`config.mk`:
```
export PLATFORM = sky130hd
export DESIGN_NAME = vec_sequencer
export DESIGN_NICKNAME = d
export VERILOG_FILES = /design/src/rtl/vec_pkg.sv /design/src/rtl/vec_ret_stack.sv /design/src/rtl/vec_sequencer.sv
export SDC_FILE = /design/constraint.sdc
export NUM_CORES = 1
export LEC_CHECK = 0
export CAP_MARGIN = 10
export CORE_MARGIN = 3
export CORE_UTILIZATION = 52
export DETAILED_ROUTE_END_ITERATION = 6
export PLACE_DENSITY = 0.8
export SETUP_SLACK_MARGIN = 0.3
export SLEW_MARGIN = 10
export SYNTH_ARGS = -nofsm -noshare
export SYNTH_HDL_FRONTEND = slang
export SYNTH_SLANG_ARGS = --single-unit
```
`constraint.sdc`:
```
create_clock -name clk -period 2.7 [get_ports clk]
set_input_delay 0.54 -clock clk [delete_from_list [all_inputs] [get_ports clk]]
set_output_delay 0.54 -clock clk [all_outputs]
set_load 0.01 [all_outputs]
```
`src/rtl/vec_pkg.sv`:
```
// rtl/vec_pkg.sv - shared opcodes and state encoding for the vector sequencer
//
// Purpose: opcode nibble constants and the sequencer FSM state type.
// Ports:   none (package).
package vec_pkg;

  localparam logic [3:0] OP_LABS = 4'hA;
  localparam logic [3:0] OP_HALT = 4'hB;
  localparam logic [3:0] OP_JSRL = 4'hC;
  localparam logic [3:0] OP_RTSL = 4'hD;
  localparam logic [3:0] OP_JMPL = 4'hE;
  localparam logic [3:0] OP_SVEC = 4'hF;

  typedef enum logic [2:0] {
    ST_IDLE   = 3'd0,
    ST_FETCH0 = 3'd1,
    ST_DEC0   = 3'd2,
    ST_FETCH1 = 3'd3,
    ST_DEC1   = 3'd4,
    ST_RUN    = 3'd5,
    ST_HALT   = 3'd6
  } state_e;

endpackage

```
`src/rtl/vec_ret_stack.sv`:
```
// rtl/vec_ret_stack.sv - wrapping return-address LIFO for subroutine calls
//
// Purpose: DEPTH-entry return stack; the pointer wraps silently on both
//          overflow (oldest entry overwritten) and underflow.
// Ports:   clk_i, resetn_i  clock and synchronous active-low reset
//          clear_i          reset the pointer only (program restart)
//          push_i/push_data_i  write entry at sp, then sp+1
//          pop_i            sp-1
//          top_o            entry at sp-1 (the value a pop returns)
module vec_ret_stack #(
  parameter int AW    = 13,
  parameter int DEPTH = 4
) (
  input  logic          clk_i,
  input  logic          resetn_i,
  input  logic          clear_i,
  input  logic          push_i,
  input  logic          pop_i,
  input  logic [AW-1:0] push_data_i,
  output logic [AW-1:0] top_o
);

  localparam int SPW = $clog2(DEPTH);

  logic [AW-1:0]  mem_q [DEPTH];
  logic [SPW-1:0] sp_q;
  logic [SPW-1:0] sp_dec;

  // Modular decrement: sp=0 reads the last entry.
  assign sp_dec = sp_q - SPW'(1);
  assign top_o  = mem_q[sp_dec];

  always_ff @(posedge clk_i) begin
    if (!resetn_i) begin
      sp_q <= '0;
      for (int i = 0; i < DEPTH; i++) begin
        mem_q[i] <= '0;
      end
    end else if (clear_i) begin
      sp_q <= '0;
    end else if (push_i) begin
      mem_q[sp_q] <= push_data_i;
      sp_q        <= sp_q + SPW'(1);
    end else if (pop_i) begin
      sp_q <= sp_dec;
    end
  end

endmodule

```
`src/rtl/vec_sequencer.sv`:
```
// rtl/vec_sequencer.sv - display-list fetch/decode sequencer driving the vector timer
//
// Purpose: fetches one- or two-word instructions, loads the vector timer,
//          runs it until stop, and handles JSRL/RTSL/JMPL/HALT.
// Ports:   clk, reset (sync active-low), dvg_go start pulse, halted status
//          mem_req/mem_addr/mem_ack/mem_data  vector memory read port
//          timer_val/scale/dvx11/dvy11/latch0/1/2/go/stop  timer interface
//          op_word0/op_word1  registered instruction words
module vec_sequencer
  import vec_pkg::*;
#(
  parameter int AW          = 13,
  parameter int STACK_DEPTH = 4
) (
  input  logic          clk,
  input  logic          reset,
  input  logic          dvg_go,
  output logic          halted,
  output logic          mem_req,
  output logic [AW-1:0] mem_addr,
  input  logic          mem_ack,
  input  logic [15:0]   mem_data,
  output logic [3:0]    timer_val,
  output logic [3:0]    scale,
  output logic          dvx11,
  output logic          dvy11,
  output logic          latch0,
  output logic          latch1,
  output logic          latch2,
  output logic          go,
  input  logic          stop,
  output logic [15:0]   op_word0,
  output logic [15:0]   op_word1
);

  state_e        state_q;
  logic [AW-1:0] pc_q;
  logic [15:0]   op_word0_q, op_word1_q;
  logic [3:0]    timer_val_q, scale_q;
  logic          latch0_q, latch1_q, latch2_q, go_q;

  logic [3:0]    opcode;
  logic          stk_push, stk_pop, stk_clear;
  logic [AW-1:0] stk_top;

  assign opcode    = op_word0_q[15:12];
  assign stk_clear = ((state_q == ST_IDLE) || (state_q == ST_HALT)) && dvg_go;
  assign stk_push  = (state_q == ST_DEC1) && (opcode == OP_JSRL);
  assign stk_pop   = (state_q == ST_DEC0) && (opcode == OP_RTSL);

  vec_ret_stack #(
    .AW   (AW),
    .DEPTH(STACK_DEPTH)
  ) u_stack (
    .clk_i      (clk),
    .resetn_i   (reset),
    .clear_i    (stk_clear),
    .push_i     (stk_push),
    .pop_i      (stk_pop),
    .push_data_i(pc_q),
    .top_o      (stk_top)
  );

  always_ff @(posedge clk) begin
    if (!reset) begin
      state_q     <= ST_IDLE;
      pc_q        <= '0;
      op_word0_q  <= '0;
      op_word1_q  <= '0;
      timer_val_q <= '0;
      scale_q     <= '0;
      latch0_q    <= 1'b0;
      latch1_q    <= 1'b0;
      latch2_q    <= 1'b0;
      go_q        <= 1'b0;
    end else begin
      latch0_q <= 1'b0;
      latch1_q <= 1'b0;
      latch2_q <= 1'b0;
      case (state_q)
        ST_IDLE, ST_HALT: begin
          if (dvg_go) begin
            pc_q    <= '0;
            state_q <= ST_FETCH0;
          end
        end
        ST_FETCH0: begin
          if (mem_ack) begin
            op_word0_q  <= mem_data;
            // Opcode reaches the timer while still in DEC0, so even SVEC
            // gets a go-low preload cycle before RUN.
            timer_val_q <= mem_data[15:12];
            latch0_q    <= 1'b1;
            pc_q        <= pc_q + AW'(1);
            state_q     <= ST_DEC0;
          end
        end
        ST_DEC0: begin
          case (opcode)
            OP_SVEC: begin
              go_q    <= 1'b1;
              state_q <= ST_RUN;
            end
            OP_HALT: state_q <= ST_HALT;
            OP_RTSL: begin
              pc_q    <= stk_top;
              state_q <= ST_FETCH0;
            end
            default: state_q <= ST_FETCH1;  // VCTR 0-9, LABS, JSRL, JMPL
          endcase
        end
        ST_FETCH1: begin
          if (mem_ack) begin
            op_word1_q <= mem_data;
            latch1_q   <= 1'b1;
            pc_q       <= pc_q + AW'(1);
            state_q    <= ST_DEC1;
          end
        end
        ST_DEC1: begin
          case (opcode)
            OP_LABS: begin
              // latch2 is asserted together with the new scale value.
              scale_q  <= op_word1_q[15:12];
              latch2_q <= 1'b1;
              state_q  <= ST_FETCH0;
            end
            OP_JSRL, OP_JMPL: begin
              pc_q    <= op_word1_q[AW-1:0];
              state_q <= ST_FETCH0;
            end
            default: begin
              go_q    <= 1'b1;
              state_q <= ST_RUN;
            end
          endcase
        end
        ST_RUN: begin
          if (stop) begin
            go_q    <= 1'b0;
            state_q <= ST_FETCH0;
          end
        end
        default: state_q <= ST_IDLE;
      endcase
    end
  end

  assign halted    = (state_q == ST_IDLE) || (state_q == ST_HALT);
  assign mem_req   = (state_q == ST_FETCH0) || (state_q == ST_FETCH1);
  assign mem_addr  = pc_q;
  assign timer_val = timer_val_q;
  assign scale     = scale_q;
  assign dvx11     = op_word0_q[10];
  assign dvy11     = op_word0_q[2];
  assign latch0    = latch0_q;
  assign latch1    = latch1_q;
  assign latch2    = latch2_q;
  assign go        = go_q;
  assign op_word0  = op_word0_q;
  assign op_word1  = op_word1_q;

endmodule

```
==> flow_summary.ini, run 1 <==
[clocking]
cts.sinks = 110
holdBufCountCts = 0
cts_tree = built
htreeDepth = 3
clk_pin_slew_ns = 0.10
clockBufferDepth = 2
postCtsSetupBuffers = 0
cts_made_buffers = 9
clockRootBuffer = clkbuf_8
clock_latency_ns = 0.36
cts.repair.resized = 0

[finish]
syn2layout_area_growth_pct = 22.81
antennaDiodeCount = 0
fin_nets = 593
mostFrequentLayoutCell = nand2_1
layout_common_cells = nand2_1 (84), clkdlybuf4s50_1 (81), dfxtp_1 (57)
drive_gt1_share_pct = 11.98
design_area_mm2 = 0.006305

[logic_synthesis]
synth-main-ff-cell = dfxtp_1
ys_top_cells_by_area = edfxtp_1 (30%), dfxtp_1 (23%), and2_1 (6.5%)
synth_area_mm2 = 0.005134
synthCells = 493
yosysUniqueCellTypes = 58
avgSynthCellArea_um2 = 10.41
async_flop_share_pct = 0
synth_top_area_share_pct = 30.42
synth_edf_count = 52
synth_fp_nets = 515
yosysWarningCount = 0
synth_area_leader_cell = edfxtp_1
seq_area_frac_synth_pct = 53.03
ys_seq_elements = 110

[route]
vias = 4028
antenna_left = 0
wl_per_cell_um = 18.32
wl_mm = 12.92
drc = 0
via_per_inst = 5.713
first_iter_violations = 393
drtPass1Iterations = 5

[flow_run]
drv_cap = 0

[global_routing]
grt_usage_pct = 24.04
antenna_found_initial = 0
grt_pass1_wl_mm = 21.02
grt_pass1_vias = 4031
grt_max_degree = 48
overflow = 0

[timing]
hold_violations = 0
finalSetupViolations = 0
relSlewSlack_pct = 52.50
fin_setup_tns_ns = 0
worst_slew_pin_slew_ns = 0.7118
fin_crit_sh_pct = 85.03
finalCriticalPeriod_ns = 2.296
fmax_ghz = 0.4356
fin_skew_ns = 0.009393
final-max-slew-violation-count = 0
grt_setup_unrepaired = false

[placed_design]
gp_congestion = 0.8941
io_buffers = 81
dpl.hpwl_mm = 9.228
postPlaceCellArea_mm2 = 0.006085

[power]
combPwrFrac_pct = 17.5
p_sw_share_pct = 27.27
intPower_uw = 2608
switchingPower_uw = 977.7
power_density_mw_per_mm2 = 568.7
vdd_drop_max_mv = 0.3267
p_seq_share_pct = 52.2
clkPwrFrac_pct = 30.3
p_leak_uw = 0.002185

[worst_setup_path]
critPathMaxStageDelay_ns = 0.54
cp_slowest_cell = clkdlybuf4s50_1
cp-end-kind = output pin
cp-start-kind = register
worstPathArrival_ns = 1.76
worstPathCellList = buf_4 -> nand2b_1 -> inv_2 -> clkdlybuf4s50_1
path_class = reg -> out
cp_max_fo = 15
crit_required_ns = 2.16

[die]
die_area_mm2 = 0.01110
die_y_um = 105.4
io_pins = 82
initial_core_util_pct = 54.52
coreArea_mm2 = 0.009415
rows = 35
fp.dieW_um = 105.4

[run_status]
status = finished clean

[hold_path]
min_path_type = reg -> reg
[layout make-up]
class / count / area (um^2)
Fill cell: 712 / 3110
Sequential cell: 110 / 2724
Multi-Input combinational cell: 337 / 2168
Timing Repair Buffer: 108 / 1013
Tap cell: 129 / 161.4
Clock buffer: 9 / 123.9
Clock inverter: 7 / 95.09
Inverter: 5 / 18.77
[sequential cells by signal, summed over array words and instances, names as in the netlist]
signal,flops
op_word0,16
op_word1,16
latch0,1
mem_addr,13
scale,4
state_q,3
latch2,1
u_stack.sp_q,2
go,1
u_stack.mem_q,52
latch1,1
[metrics by stage]
stage               std cells  total power (uW)  setup slack, ns  utilization [%]  hold slack (ns)
finish                    705              3586           0.4042            66.96           0.4613
global route              705              3721           0.3222            66.96           0.4853
CTS                       705              3589           0.3343            66.95           0.4636
detailed placement        689              2526           0.3354            64.62           0.4486
global placement          689              2507           0.3881            64.62           0.4470
floorplan                 493              2276           0.3450                -           0.4805
[routing by layer]
metal	up-vias	global-route usage, %	share of wire [%]
met3	21	5.144	7.3
li1	1895	-	-
met5	-	0	0
met4	0	6.560	1.5
met2	176	39.94	50
met1	1936	31.95	42
[cell usage after synthesis, types with 2 or more instances]
master and n:
nor3_2 2, nand2_1 84, inv_1 4, buf_4 10, edfxtp_1 52, a221oi_1 3
xnor2_1 6, a31oi_1 5, nand4_1 4, buf_1 2, o22a_1 2, o21ai_1 13
buf_2 14, buf_6 2, clkbuf_1 13, mux4_2 13, a21oi_1 40, and2_1 53
a2bb2oi_1 2, mux2i_1 4, nor2b_1 5, nand3_1 9, nor4_1 4, o21ai_0 5
a21o_1 2, nand2b_1 5, a222oi_1 2, dfxtp_1 58, nor3_1 6, nor3b_1 4
a22oi_1 12, nor2_1 27
[power groups by stage]
stage,Combinational [uW],Sequential [uW],Clock (uW)
3_5_place_dp,617,1910,0
2_1_floorplan,377,1900,0
6_report,626,1870,1090
3_3_place_gp,601,1910,0
5_1_grt,676,1880,1160
4_1_cts,619,1870,1100
[cells by family after synthesis]
logic type | count (synthesis) | synth area share (%)
mux | 17 | 6.483
compound gates | 98 | 12.72
xor+xnor | 7 | 1.194
buf+inv | 46 | 4.728
flops | 110 | 53.03
simple gates | 214 | 21.59
fa+ha+maj | 1 | 0.2437
[critical path: cells and delay by family (launching register included)]
kind	cells	cell delay [ns]
simple gates	1	0.21
buf+inv	3	0.83
flops	1	0.35
[final timing paths]
path | startpoint | to | slack, ns | cells past startpoint
hold reg to reg | op_word0[5] | op_word0[5] | 0.46 | 2
setup / recovery | state_q[2] | mem_req | 0.40 | 4
setup reg to reg | state_q[1] | u_stack.mem_q[3][0] | 0.59 | 7
hold / removal | op_word0[5] | op_word0[5] | 0.46 | 2
Note: power is estimated with default switching activity, not from simulation.
==> run 2: changes to the inputs <==
CORE_UTILIZATION = 48   (was 52)
MAX_ROUTING_LAYER = met4   (was unset)
PLACE_DENSITY = 0.78   (was 0.8)
clock period = 1.9 ns   (was 2.7 ns; I/O delays follow)
==> run 2 against run 1 <==
  * Die area up 7.8%
  * First-iteration DRC count up 16%
  * Sequential share of layout area down 4.7 points
==> flow_summary.ini, run 2 (synthesis gave the netlist of run 1 again) <==
[worst_setup_path]
r2r_slack_ns = 0.06
worstPathCellList = nor3b_4 -> nand3_4 -> nor4b_4 -> buf_4 -> nand2b_4
path_class = reg -> reg
cp_max_fo = 6
worstPathArrival_ns = 1.94
cp_num_buf_inv = 1
crit_required_ns = 2.00
crit_family = simple AND/OR/NAND/NOR gates
cp_slowest_cell = dfxtp_4
cp-end-kind = register
critPathMaxStageDelay_ns = 0.39
cp-start-kind = register

[route]
wl_per_cell_um = 19.47
drtPass1Iterations = 5
via_per_inst = 5.741
vias = 4426
antenna_left = 0
drc = 0
wl_mm = 15.01
first_iter_violations = 456

[timing]
final-max-slew-violation-count = 0
finalCriticalPeriod_ns = 1.841
grt_setup_unrepaired = true
worst_slew_pin_slew_ns = 0.5158
fin_setup_tns_ns = 0
hold_violations = 0
fin_crit_sh_pct = 96.90
relSlewSlack_pct = 65.61
fin_skew_ns = 0.01610
finalSetupViolations = 0
fmax_ghz = 0.5431
fin_ws_ns = 0.05881
whs_ns = 0.4586

[clocking]
htreeDepth = 3
clockBufferDepth = 2
clockRootBuffer = clkbuf_8
cts_tree = built
clk_pin_slew_ns = 0.11
holdBufCountCts = 0
cts.sinks = 110
clock_latency_ns = 0.38
cts_made_buffers = 9

[run_status]
status = finished clean

[power]
finalPower_uw = 5553
clkPwrFrac_pct = 29.0
power_density_mw_per_mm2 = 771.3
vdd_drop_max_mv = 0.4388
p_leak_uw = 0.002920
p_sw_share_pct = 28.87
combPwrFrac_pct = 23.6
p_seq_share_pct = 47.4
intPower_uw = 3950
switchingPower_uw = 1603

[die]
die_y_um = 109.4
initial_core_util_pct = 49.51
rows = 37
die_area_mm2 = 0.01197
coreArea_mm2 = 0.01037
io_pins = 82
fp.dieW_um = 109.4

[placed_design]
postPlaceCellArea_mm2 = 0.006416
dpl_worst_slack_ns = -0.1833
io_buffers = 81
dpl.hpwl_mm = 9.523
gp_congestion = 0.9297

[global_routing]
grt_pass1_vias = 4257
antenna_found_initial = 0
grt_usage_pct = 25.58
grt_pass1_wl_mm = 22.58
overflow = 0
grt_max_degree = 48

[finish]
mostFrequentLayoutCell = nand2_1
syn2layout_area_growth_pct = 40.24
largest_reg_flops = 52
design_area_mm2 = 0.007199
fin_nets = 652
drive_gt1_share_pct = 32.91
seq_area_mm2 = 0.002771
fillCellCount = 758
multiInputGateArea_mm2 = 0.002494
layout_common_cells = nand2_1 (81), buf_4 (60), edfxtp_1 (52)
regMostFlops = u_stack.mem_q
antennaDiodeCount = 0

[hold_path]
min_path_type = reg -> reg

[flow_run]
drv_cap = 0
-- run 2: cell count changes in the layout (fill, tap and decap cells not counted), sizes merged, moves of 2 or more --
cell	previous run	this run
clkdlybuf4s15	0	5
dlygate4sd2	0	51
buf	27	85
nand2b	5	7
clkbuf	9	12
clkdlybuf4s50	81	20
-- run 2: layer usage --
metal	wire length (um)	GRT usage, %	vias to the layer above
li1	-	-	2027
met1	6063	33.55	2147
met2	7433	41.11	219
met3	1207	4.639	33
met4	305	7.035	0
met5	0	-	-
-- run 2: cell type report --
class	instances	share of cell area (%)
well taps	136	2.364
flip-flops and latches	110	38.50
clock buffers	9	1.721
repair buffers	165	21.06
inverters	5	0.2954
multi-input cells	339	34.64
clock inverters	7	1.425
-- run 2: power groups by stage --
stage | sequential [uW] | clock (uW) | combinational, uW
4_1_cts | 2630 | 1610 | 1170
6_report | 2630 | 1610 | 1310
2_1_floorplan | 2700 | 0 | 556
3_3_place_gp | 2690 | 0 | 1030
5_1_grt | 2640 | 1720 | 1400
3_5_place_dp | 2690 | 0 | 1050
-- run 2: worst min-delay path, cell delays in order, from the launching register on --
cell	delay, ns
dfxtp_1	0.32
nand2_1	0.05
a21oi_1	0.05
-- run 2: worst paths after layout --
| path | startpoint | endpoint | cells after the start |
|---|---|---|---|
| setup / recovery | state_q[0] | u_stack.mem_q[2][12] | 5 |
| hold / removal | op_word0[3] | op_word0[3] | 2 |
| setup reg to reg | state_q[0] | u_stack.mem_q[2][12] | 5 |
| hold reg to reg | op_word0[3] | op_word0[3] | 2 |
-- run 2: per-stage QoR --
stage / instances / util, %
global placement: 726 / 61.87
global route: 771 / 69.43
finish: 771 / 69.43
detailed placement: 726 / 61.87
floorplan: 493 / -
CTS: 761 / 66.72
-- run 2: repair_timing --
action / in CTS / in global routing
resized for setup: 124 / 75
setup buffers: 14 / 8
setup endpoints to repair: 200 / 145
cloned: 5 / 2
pin swaps: 15 / 20
